===== src/rtl/gpi_debounce_chan.sv =====
// One input channel: synchroniser, optional inversion and stable-count
// debouncer producing a clean level and one-cycle edge pulses.
module gpi_debounce_chan #(
  parameter int unsigned SyncStages     = 2,
  parameter int unsigned DebounceCycles = 100000,
  parameter bit          Invert         = 1'b0
) (
  input  logic clk,
  input  logic rst_n,
  input  logic raw,
  output logic level,
  output logic rise,
  output logic fall
);

  localparam int unsigned CntW = $clog2(DebounceCycles + 1);
  localparam logic [CntW-1:0] CntLast = CntW'(DebounceCycles - 1);

  logic [SyncStages-1:0] sync_q;
  logic [CntW-1:0]       cnt_q;
  logic                  s;
  logic                  flip;

  assign s    = sync_q[SyncStages-1] ^ Invert;
  assign flip = (s != level) && (cnt_q == CntLast);

  always_ff @(posedge clk or negedge rst_n) begin
    if (!rst_n) begin
      sync_q <= {SyncStages{Invert}};
      cnt_q  <= '0;
      level  <= 1'b0;
      rise   <= 1'b0;
      fall   <= 1'b0;
    end else begin
      sync_q <= {sync_q[SyncStages-2:0], raw};
      rise   <= flip & s;
      fall   <= flip & ~s;
      // counter tops out at CntLast, so it never wraps
      if (s == level || flip) begin
        cnt_q <= '0;
      end else begin
        cnt_q <= cnt_q + 1'b1;
      end
      if (flip) begin
        level <= s;
      end
    end
  end

endmodule


===== src/rtl/gpi_debounce.sv =====
// Debounced general-purpose inputs with per-channel pending bits,
// lowest-index arbitration and an edge-event FIFO.
module gpi_debounce #(
  parameter int unsigned          NumInputs      = 8,
  parameter int unsigned          SyncStages     = 2,
  parameter int unsigned          DebounceCycles = 100000,
  parameter logic [NumInputs-1:0] InvertMask     = '0,
  parameter int unsigned          EventDepth     = 4,
  localparam int unsigned IdxW = (NumInputs > 1) ? $clog2(NumInputs) : 1
) (
  input  logic                 clk_sys_i,
  input  logic                 rst_sys_ni,
  input  logic [NumInputs-1:0] gp_raw_i,
  output logic [NumInputs-1:0] gp_o,
  output logic [NumInputs-1:0] rise_o,
  output logic [NumInputs-1:0] fall_o,
  output logic                 event_valid_o,
  input  logic                 event_ready_i,
  output logic [IdxW-1:0]      event_idx_o,
  output logic                 event_rise_o,
  output logic                 overflow_o,
  input  logic                 overflow_clr_i
);

  localparam int unsigned PtrW = $clog2(EventDepth);

  typedef struct packed {
    logic [IdxW-1:0] idx;
    logic            rise;
  } event_t;

  for (genvar i = 0; i < NumInputs; i++) begin : g_chan
    gpi_debounce_chan #(
      .SyncStages     (SyncStages),
      .DebounceCycles (DebounceCycles),
      .Invert         (InvertMask[i])
    ) u_chan (
      .clk   (clk_sys_i),
      .rst_n (rst_sys_ni),
      .raw   (gp_raw_i[i]),
      .level (gp_o[i]),
      .rise  (rise_o[i]),
      .fall  (fall_o[i])
    );
  end

  logic [NumInputs-1:0] edge_d;
  logic [NumInputs-1:0] pend_q, pend_d;
  logic [NumInputs-1:0] dir_q, dir_d;
  logic [NumInputs-1:0] grant_oh;
  logic [IdxW-1:0]      grant_idx;
  logic                 grant_any;
  logic                 ovf_set;

  logic [PtrW:0] wr_q, rd_q, count;
  event_t        mem_q [EventDepth];
  event_t        head;
  logic          full, empty, push, pop;

  assign count = wr_q - rd_q;
  assign full  = (count == (PtrW+1)'(EventDepth));
  assign empty = (wr_q == rd_q);
  assign pop   = !empty && event_ready_i;
  assign push  = grant_any && (!full || pop);
  assign head  = mem_q[rd_q[PtrW-1:0]];

  assign event_valid_o = !empty;
  assign event_idx_o   = head.idx;
  assign event_rise_o  = head.rise;

  assign edge_d = rise_o | fall_o;

  always_comb begin
    grant_any = 1'b0;
    grant_idx = '0;
    for (int i = int'(NumInputs) - 1; i >= 0; i--) begin
      if (pend_q[i]) begin
        grant_any = 1'b1;
        grant_idx = IdxW'(i);
      end
    end
  end

  // a fresh edge re-arms pending even on the cycle its old event is pushed
  always_comb begin
    grant_oh = '0;
    for (int i = 0; i < int'(NumInputs); i++) begin
      grant_oh[i] = push && (grant_idx == IdxW'(i));
    end
    pend_d  = edge_d | (pend_q & ~grant_oh);
    dir_d   = rise_o | (dir_q & ~edge_d);
    ovf_set = |(edge_d & pend_q & ~grant_oh);
  end

  always_ff @(posedge clk_sys_i or negedge rst_sys_ni) begin
    if (!rst_sys_ni) begin
      pend_q     <= '0;
      dir_q      <= '0;
      wr_q       <= '0;
      rd_q       <= '0;
      overflow_o <= 1'b0;
    end else begin
      pend_q <= pend_d;
      dir_q  <= dir_d;
      if (push) begin
        wr_q <= wr_q + 1'b1;
      end
      if (pop) begin
        rd_q <= rd_q + 1'b1;
      end
      if (ovf_set) begin
        overflow_o <= 1'b1;
      end else if (overflow_clr_i) begin
        overflow_o <= 1'b0;
      end
    end
  end

  always_ff @(posedge clk_sys_i) begin
    if (push) begin
      mem_q[wr_q[PtrW-1:0]] <= '{idx: grant_idx, rise: dir_q[grant_idx]};
    end
  end

endmodule


===== config.mk =====
export PLATFORM = sky130hd
export DESIGN_NAME = gpi_debounce
export DESIGN_NICKNAME = d
export VERILOG_FILES = /design/src/rtl/gpi_debounce_chan.sv /design/src/rtl/gpi_debounce.sv
export SDC_FILE = /design/constraint.sdc
export NUM_CORES = 1
export LEC_CHECK = 0
export ABC_CLOCK_PERIOD_IN_PS = 5220
export CORE_ASPECT_RATIO = 1.25
export CORE_UTILIZATION = 59
export DETAILED_ROUTE_END_ITERATION = 16
export GPL_ROUTABILITY_DRIVEN = 0
export PLACE_DENSITY = 0.81
export SLEW_MARGIN = 20
export SYNTH_ARGS = -nofsm -noshare
export SYNTH_HDL_FRONTEND = slang
export SYNTH_HIERARCHICAL = 1
export SYNTH_SLANG_ARGS = --single-unit

===== constraint.sdc =====
create_clock -name clk_sys_i -period 5.22 [get_ports clk_sys_i]
set_input_delay 1.305 -clock clk_sys_i [delete_from_list [all_inputs] [get_ports clk_sys_i]]
set_output_delay 1.305 -clock clk_sys_i [all_outputs]
set_load 0.01 [all_outputs]

### Word level (Yosys, flattened, before mapping)

Memories as Yosys holds them, arrays and structs flattened.
Index checks and enable logic that the tools add are counted.

* register bits after elaboration: 199
* latch bits: 0
* word-level logic and storage cells: 186
* output and inout port bits: 30
* ROM bits: 0
* memories kept: 1
* input port bits: 12
* bits in writable memories: 16

Memory list
* mem_q: depth 4, width 4, read ports 1, clocked after Yosys merged registers in 0, wr ports 1, line gpi_debounce.sv:56 `event_t mem_q [EventDepth];`

* multiply operators: 0
* equality and inequality tests: 33
* $add $sub $neg: 11
* order comparisons: 1
* reduce and logical (&&, ||, !) cells: 32
* bitwise logic cells: 33
* div/mod/pow operators: 0
* mux-type cells: 30
* shifts and indexed selects: 0

Operators with widths (number)
* adder 17 x 1 -> 17 bit (second input constant): 8
* equality test 17 bit (second input constant): 8
* 2-to-1 mux 17 bit: 8
* AND 8 bit: 4
* 2-to-1 mux 3 bit: 8
* bitwise OR 8 bit: 3
* logical AND 1 bit: 18
* AND 1 bit: 16
* inverter 8 bit: 2
* equality test 3 bit (second input constant): 5
* 2-to-1 mux 1 bit: 13
* logical OR 1 bit: 9
* equality test 1 bit: 8
* inequality test 1 bit: 8
* inverter 1 bit: 8
* OR reduction 8 bit: 1
* adder 3 x 1 -> 3 bit (second input constant): 2
* equality test 3 x 2 -> 1 bit (second input constant): 2
* less-than comparator 3 x 4 -> 1 bit (second input constant): 1
* binary-select mux 1 bit (select 3 bit): 1
* equality test 3 x 1 -> 1 bit (second input constant): 1
* equality test 3 bit: 1
* zero test 3 bit: 1
* subtractor 3 bit: 1
* 2 further kinds: 3

### Logic depth before layout (Yosys ltp)

Gate-level depths: netlist of the first run.

* word-level depth: 14
* depth in mapped cells: 8
* gate-level depth less buffers: 8

### Modules after synthesis

Netlist of the first run, hierarchy kept.

Modules (own cells, without submodules)
* gpi_debounce_chan: seq. area each 550.5 um^2, times used 8, area an instance 1009.7 um^2, cells an instance 93
* gpi_debounce: seq. area each 1056.0 um^2, times used 1, area an instance 1891.8 um^2, cells an instance 161

### Worst setup path before layout of the first run

No wires, ideal clock.

* path type: flip-flop to output port
* start point: reg rd_q[0]
* end point: out event_idx_o[0]
* arrival time: 1211 ps
* buffers on the path: 1
* path slack: 2704 ps
* data required time: 3915 ps
* stages on the path, launching flop included: 3
* path through: dfrtp_1 clkbuf_1 mux4_2

* longest elaborated chain between the ends: 1

RTL lines
* start: declaration: line gpi_debounce.sv:55 `logic [PtrW:0] wr_q, rd_q, count;`
* start signal: assignment: line gpi_debounce.sv:109 `rd_q <= rd_q + 1'b1;`
* memory read (4 x 4 bit)
* end: declaration: line gpi_debounce.sv:19 `output logic [IdxW-1:0] event_idx_o,`

Every way passes these cells.

### Final worst setup path of the first run

Same ends and word-level chain as after synthesis.

==> metrics, run 1 <==
crit path launch type=flop; crit end category=output port; DP Cell Count=1154; Ys Warns=6; synth unique cells=50; I/O Pins=42; antenna-violating nets left=0; Cell Int Power=2.89 mW; Site Rows=52; Rel. slew slack=0.396; area grow syn2layout=14.5%; Root Buffer=clkbuf_16; drt via density=5.86; CTS max path bufs=3; Worst Skew=0.0145 ns; total design power=3.68 mW; vias in the first global route=6982; cts hold-fix bufs=0; CTS buffer count=22; Max-Cap Viols=0; Layout Cells excl Fill=1194; Mean Syn Cell Area=11.0 µm²; Die W=118 µm; Hold Crit Class=reg -> reg; crit share post-route=0.652; Die Ht=147 µm; Residual DRC=0; dpl ws=1.99 ns; Worst-path clk slew=0.07 ns; Synth area leaders=dfrtp_1 50%, xnor2_1 5.3%, edfxtp_1 4.8%, nor2_1 4.7%, xor2_1 4.3%; Worst-Margin Slew=0.905 ns; met3 usage=0.0322; largest net degree at the start of global routing=120; Syn Inst Count=905; pwr dens=323 nW/µm²; fin nets=989; setup violators final=0; mapped cell area=9970 µm²; Vias=6991; combinational share of power=0.059; diodes inserted=0; Setup TNS Final=0 ns; Seq pwr share=0.478; clock latency on the worst-skew pair=0.50 ns; IO Port Bufs=41; CTS Sinks=215; Fin. Hold Viols=0; P_leak=4.78 nW; sequential share of the synthesized area=0.548; Yosys reg bits=215; H-tree Lvls=1; DPL Wire Length=12.5 mm; most used routing layer in global routing=met2; CTS tree=yes; VDD IR-drop max=253 µV; Worst Path Arrival=2.10 ns; Post-Route WL=18.6 mm; main flop type after synthesis=dfrtp_1; global-route wire length before repair=32.6 mm; Crit path required time=3.91 ns; Initial Util=0.610; fillcell total=1175; Core Area=16300 µm²; GR Util met2=0.391; Yosys top cell area share=0.499; global route overflow=0; Post-Synthesis Net Count=932; PnR worst setup slack=1.81 ns; CTS resizes=0; Final min period=3.41 ns; met1 Use GR=0.294; die area=17400 µm²; Total Routing Usage GR=0.227; starting DRC count in detailed routing=592; routed len/inst=15.6 µm; Synth area leader=dfrtp_1; fraction of layout cells with a size suffix above 1=0.0971; postcts setup bufs=0; status=complete, no violations; switching pwr=797 µW; max-slew violations=0; f_max=294 MHz; DRT Pass-1 Iters=5; critical path fanouts, max=7; Post-synth ARST share=0.926; CP Class=reg -> out; clock group share of total power=0.463; initial antenna violation count=0; switch share=0.216; RSZ-0062 raised after global routing=false; EDFF count, synth=16
metrics by stage:
step	hold WS, ns	instance area, µm²	util
6_report	0.348	11400	0.699
5_1_grt	0.356	11400	0.699
4_1_cts	0.353	11400	0.699
3_5_place_dp	0.336	10600	0.650
3_3_place_gp	0.333	10600	0.650
2_1_floorplan	0.331	9970	-
flip-flops by register name, indices dropped and copies added (netlist names):
name and count:
g_chan.u_chan/fall 8, rd_q 3, g_chan.u_chan/level 8, overflow_o 1, mem_q 16, g_chan.u_chan/rise 8
g_chan.u_chan/cnt_q 136, pend_q 8, g_chan.u_chan/sync_q 16, wr_q 3, dir_q 8
worst paths after layout:
path | startpoint | end | slack [ns] | cells past startpoint
max | rd_q[0] | event_idx_o[0] | 1.81 | 2
max in group asynchronous | rst_sys_ni | g_chan[4].u_chan/cnt_q[8] | 3.34 | 2
min | g_chan[2].u_chan/sync_q[0] | g_chan[2].u_chan/sync_q[1] | 0.35 | 0
min in group asynchronous | rst_sys_ni | g_chan[1].u_chan/cnt_q[3] | 0.95 | 1
max reg2reg | rd_q[0] | overflow_o | 2.84 | 7
min reg2reg | g_chan[2].u_chan/sync_q[0] | g_chan[2].u_chan/sync_q[1] | 0.35 | 0
synth_stat cells, drive strengths merged, types with 10 or more instances:
master / instances
and4: 16
ha: 15
a21oi: 29
edfxtp: 16
xor2: 49
or4: 10
nand3: 46
mux2: 10
nand4: 40
nor4: 10
nor3: 27
nor4b: 24
xnor2: 60
nor3b: 16
o21ai: 25
nor2: 124
dfrtp: 199
and3: 17
or3: 16
nand2: 58
inv: 23
cells in the final DEF (no fill, tap or decap), types with 23 or more instances in the layout:
cell type          n
dfrtp_1          199
nor2_1           124
xnor2_1           60
nand2_1           50
xor2_1            49
nand4_1           40
clkdlybuf4s50_1   40
nand3_1           38
nor3_1            27
o21ai_0           25
nor4b_1           24
clkbuf_16         23
cell families (layout without fill, tap and decap cells):
family | after synthesis | in the layout | synth area share
buffers and inverters | 33 | 106 | 0.0154
and+or+nand+nor | 431 | 431 | 0.244
muxes | 15 | 15 | 0.0213
AOI/OAI and AO/OA | 87 | 87 | 0.0574
adders and majority gates | 15 | 15 | 0.0188
xor gates and xnor gates | 109 | 109 | 0.0958
DFF | 215 | 215 | 0.548
worst max-delay path, stage by stage, from the launching register on:
cell and delay (ns):
dfrtp_1 0.56, mux4_2 0.55, clkdlybuf4s50_1 0.49
final cells by class:
class                      instances  area, µm²  share of cell area
timing repair buffer              43        442              0.0387
clock inverter                     8        156              0.0137
tap                              216        270              0.0237
multi-input combinational        657       4360               0.381
inverter                          23       86.3             0.00756
sequential                       215       5460               0.478
clock buffer                      32        649              0.0569
routing by layer:
layer | part of all wire | wire [µm] | vias to the layer above
met5 | 0 | 0 | -
met4 | 0.027 | 509 | 0
met3 | 0.038 | 703 | 44
met2 | 0.50 | 9260 | 138
met1 | 0.44 | 8130 | 3450
li1 | - | - | 3359
power by group through the flow:
| stage | clock [mW] | sequential, mW | combinational (mW) |
|---|---|---|---|
| after floorplan | 0 | 1.77 | 0.142 |
| after global placement | 0 | 1.79 | 0.215 |
| after detailed placement | 0 | 1.79 | 0.221 |
| after CTS | 1.74 | 1.76 | 0.223 |
| after global routing | 1.81 | 1.76 | 0.243 |
| final | 1.71 | 1.76 | 0.218 |
Power figures use the tool's default switching activity.
==> inputs of run 2 (changes only) <==
--- a/config.mk
+++ b/config.mk
@@ -5,12 +5,12 @@
 export SDC_FILE = /design/constraint.sdc
 export NUM_CORES = 1
 export LEC_CHECK = 0
-export ABC_CLOCK_PERIOD_IN_PS = 5220
+export ABC_CLOCK_PERIOD_IN_PS = 3000
 export CORE_ASPECT_RATIO = 1.25
-export CORE_UTILIZATION = 59
+export CORE_UTILIZATION = 55
 export DETAILED_ROUTE_END_ITERATION = 16
 export GPL_ROUTABILITY_DRIVEN = 0
-export PLACE_DENSITY = 0.81
+export PLACE_DENSITY = 0.79
 export SLEW_MARGIN = 20
 export SYNTH_ARGS = -nofsm -noshare
 export SYNTH_HDL_FRONTEND = slang
==> constraint.sdc (replaced) <==
create_clock -name clk_sys_i -period 3 [get_ports clk_sys_i]
set_input_delay 0.75 -clock clk_sys_i [delete_from_list [all_inputs] [get_ports clk_sys_i]]
set_output_delay 0.75 -clock clk_sys_i [all_outputs]
set_load 0.01 [all_outputs]
==> run 2 against run 1 <==
Cell count is 1.0% higher. Flip-flop and latch count stayed put. Non-clock buffer count rose by 5. Hold slack worse by 0.12 ns. Die area up 7.2%. Clock skew down 0.0020 ns. Combinational power up 82%. Cell area grew 0.20%. Register-to-register slack got worse by 2.3 ns. Clock power grew 73%. Count of clock-buffer cells in the layout is 5 lower. Sequential power rose by 74%.
==> metrics, run 2 (synthesis gave the netlist of run 1 again) <==
Hold Crit Class=in -> async; I/O Pins=42 (unchanged); commonest non-fill, non-tap cells in the layout=199 x dfrtp_1, 124 x nor2_1, 60 x xnor2_1, 50 x nand2_1, 49 x xor2_1; vias in the first global route=6869 (-1.6%); Max-Cap Viols=0 (unchanged); f_max=347 MHz; Initial Util=0.568 (-0.0430); Die Ht=153 µm (+3.5%); crit path launch type=flop; status=complete, no violations; fin nets=994 (+0.51%); IO Port Bufs=41 (unchanged); Cell Int Power=5.01 mW (+74%); CTS resizes=0 (unchanged); postcts setup bufs=0 (unchanged); Worst Skew=0.0125 ns (-0.00204 ns); Final Hold Slack=0.232 ns (-0.115 ns); die area=18700 µm² (+7.2%); CTS max path bufs=3 (unchanged); Final min period=2.88 ns; VDD IR-drop max=454 µV (+79%); total design power=6.42 mW (+74%); fin util=0.651 (-0.0479); largest net degree at the start of global routing=63 (-48%); CTS tree=yes; switch share=0.220 (+0.00328); CP Class=reg -> out; DRT Pass-1 Iters=5 (unchanged); Vias=7023 (+0.46%); critical path fanouts, max=7 (unchanged); crit end category=output port; Crit-path slowest cell=dfrtp_1; diodes inserted=0 (unchanged); cts hold-fix bufs=0 (unchanged); Core Area=17600 µm² (+7.6%); Root Buffer=clkbuf_16; global route overflow=0 (unchanged); crit share post-route=0.961; max FFs per register=136 (unchanged); Setup TNS Final=0 ns (unchanged); PnR worst setup slack=0.118 ns (-1.70 ns); clock group share of total power=0.460 (-0.003); delay-heaviest family, CP=flip-flops; setup violators final=0 (unchanged); antenna-violating nets left=0 (unchanged); CTS Sinks=215 (unchanged); Crit path required time=2.25 ns (-1.66 ns); combinational share of power=0.062 (+0.003); drt via density=5.82 (-0.54%); CTS buffer count=22 (unchanged); crit path buf inv count=1 (unchanged); clock latency on the worst-skew pair=0.51 ns (about the same); CP max stage delay=0.58 ns (+0.02 ns); Rel. slew slack=0.612 (+0.216); pwr dens=561 nW/µm² (+74%); routed len/inst=16.0 µm (+2.4%); starting DRC count in detailed routing=389 (-34%); area grow syn2layout=14.8%; RSZ-0062 raised after global routing=false; dpl ws=0.289 ns (-1.70 ns); Residual DRC=0 (unchanged); H-tree Lvls=1 (unchanged); max-slew violations=0 (unchanged); Die W=122 µm (+3.5%); Post-Route WL=19.2 mm (+3.4%); Worst-path clk slew=0.06 ns (about the same); Total Routing Usage GR=0.218 (-0.00857); P_leak=4.80 nW (+0.27%); Seq pwr share=0.478 (about the same); FF/Latch Area=5460 µm² (unchanged); Worst R2R Path Depth=6 (-1); fillcell total=1364 (+16%); switching pwr=1.41 mW (+77%); Top reg by flops=g_chan.u_chan/cnt_q; total stage count of the critical path=2 (unchanged); footprint of the multi-input gates=4360 µm² (unchanged); fraction of layout cells with a size suffix above 1=0.0998 (+0.00266); worst path cell trace=mux4_2 > clkdlybuf4s50_1; Fin. Hold Viols=0 (unchanged); Site Rows=54 (+3.8%); DPL Wire Length=13.0 mm (+4.6%); Worst-Margin Slew=0.582 ns (-0.323 ns); Worst Path Arrival=2.13 ns (+0.03 ns); global-route wire length before repair=32.9 mm (+0.82%); initial antenna violation count=0 (unchanged); most common cell after layout, fill and taps aside=dfrtp_1
run 2: changes by cell type in the layout (fill, tap and decap cells not counted):
cell / change
clkbuf_8: -4
clkbuf_1: -1
inv_4: +2
clkinv_8: -1
buf_4: +5
bufinv_16: +1
clkinv_1: +2
run 2: layer usage:
metal / global-route usage / wire (µm) / part of all wire / up-vias
met4: 0.0621 / 343 / 0.018 / 0
met3: 0.0359 / 788 / 0.041 / 31
met1: 0.283 / 8410 / 0.44 / 3490
met5: 0 / 0 / 0 / -
met2: 0.372 / 9710 / 0.50 / 134
li1: - / - / - / 3368
run 2: path summary, 6_finish.rpt:
path	from	end	slack, ns
worst max-delay path	rd_q[0]	event_rise_o	0.12
worst min-delay path	rst_sys_ni	g_chan[7].u_chan/cnt_q[6]	0.23
worst max register to register	rd_q[0]	mem_q[3][1]	0.57
worst min register to register	g_chan[7].u_chan/sync_q[0]	g_chan[7].u_chan/sync_q[1]	0.35
max in group asynchronous	rst_sys_ni	g_chan[1].u_chan/cnt_q[1]	2.00
min in group clk_sys_i	g_chan[7].u_chan/sync_q[0]	g_chan[7].u_chan/sync_q[1]	0.35
run 2: power groups by stage:
stage	logic, mW	clock network [mW]	registers (mW)
final	0.396	2.96	3.07
after detailed placement	0.400	0	3.12
after global placement	0.385	0	3.12
after global routing	0.448	3.14	3.08
after floorplan	0.248	0	3.09
after CTS	0.403	3.02	3.07
run 2: worst reg2reg max path, stage by stage, from the launching register on:
cell and delay, ns:
dfrtp_1 0.51, ha_1 0.25, nor2b_1 0.13, and2_1 0.17
o211a_1 0.24, a21oi_1 0.47, and2_1 0.35
run 2: area by class of cell:
class,instances,area share
timing repair buffer,48,0.0419
inverter,23,0.00755
clock inverter,12,0.0166
multi-input combinational,657,0.381
tap,224,0.0245
clock buffer,27,0.0516
sequential,215,0.477
run 2: through the flow:
step / area (µm²) / std cells
after CTS: 11400 / 1206
after global placement: 10700 / 1167
after floorplan: 9970 / 905
final: 11400 / 1206
after detailed placement: 10700 / 1167
after global routing: 11400 / 1206
==> inputs of run 3 (changes only) <==
--- a/config.mk
+++ b/config.mk
@@ -11,7 +11,7 @@
 export DETAILED_ROUTE_END_ITERATION = 16
 export GPL_ROUTABILITY_DRIVEN = 0
 export PLACE_DENSITY = 0.79
-export SLEW_MARGIN = 20
+export SLEW_MARGIN = 10
 export SYNTH_ARGS = -nofsm -noshare
 export SYNTH_HDL_FRONTEND = slang
 export SYNTH_HIERARCHICAL = 1
==> results of run 3 <==
No change in the layout: final DEF, timing and power equal those of run 2.
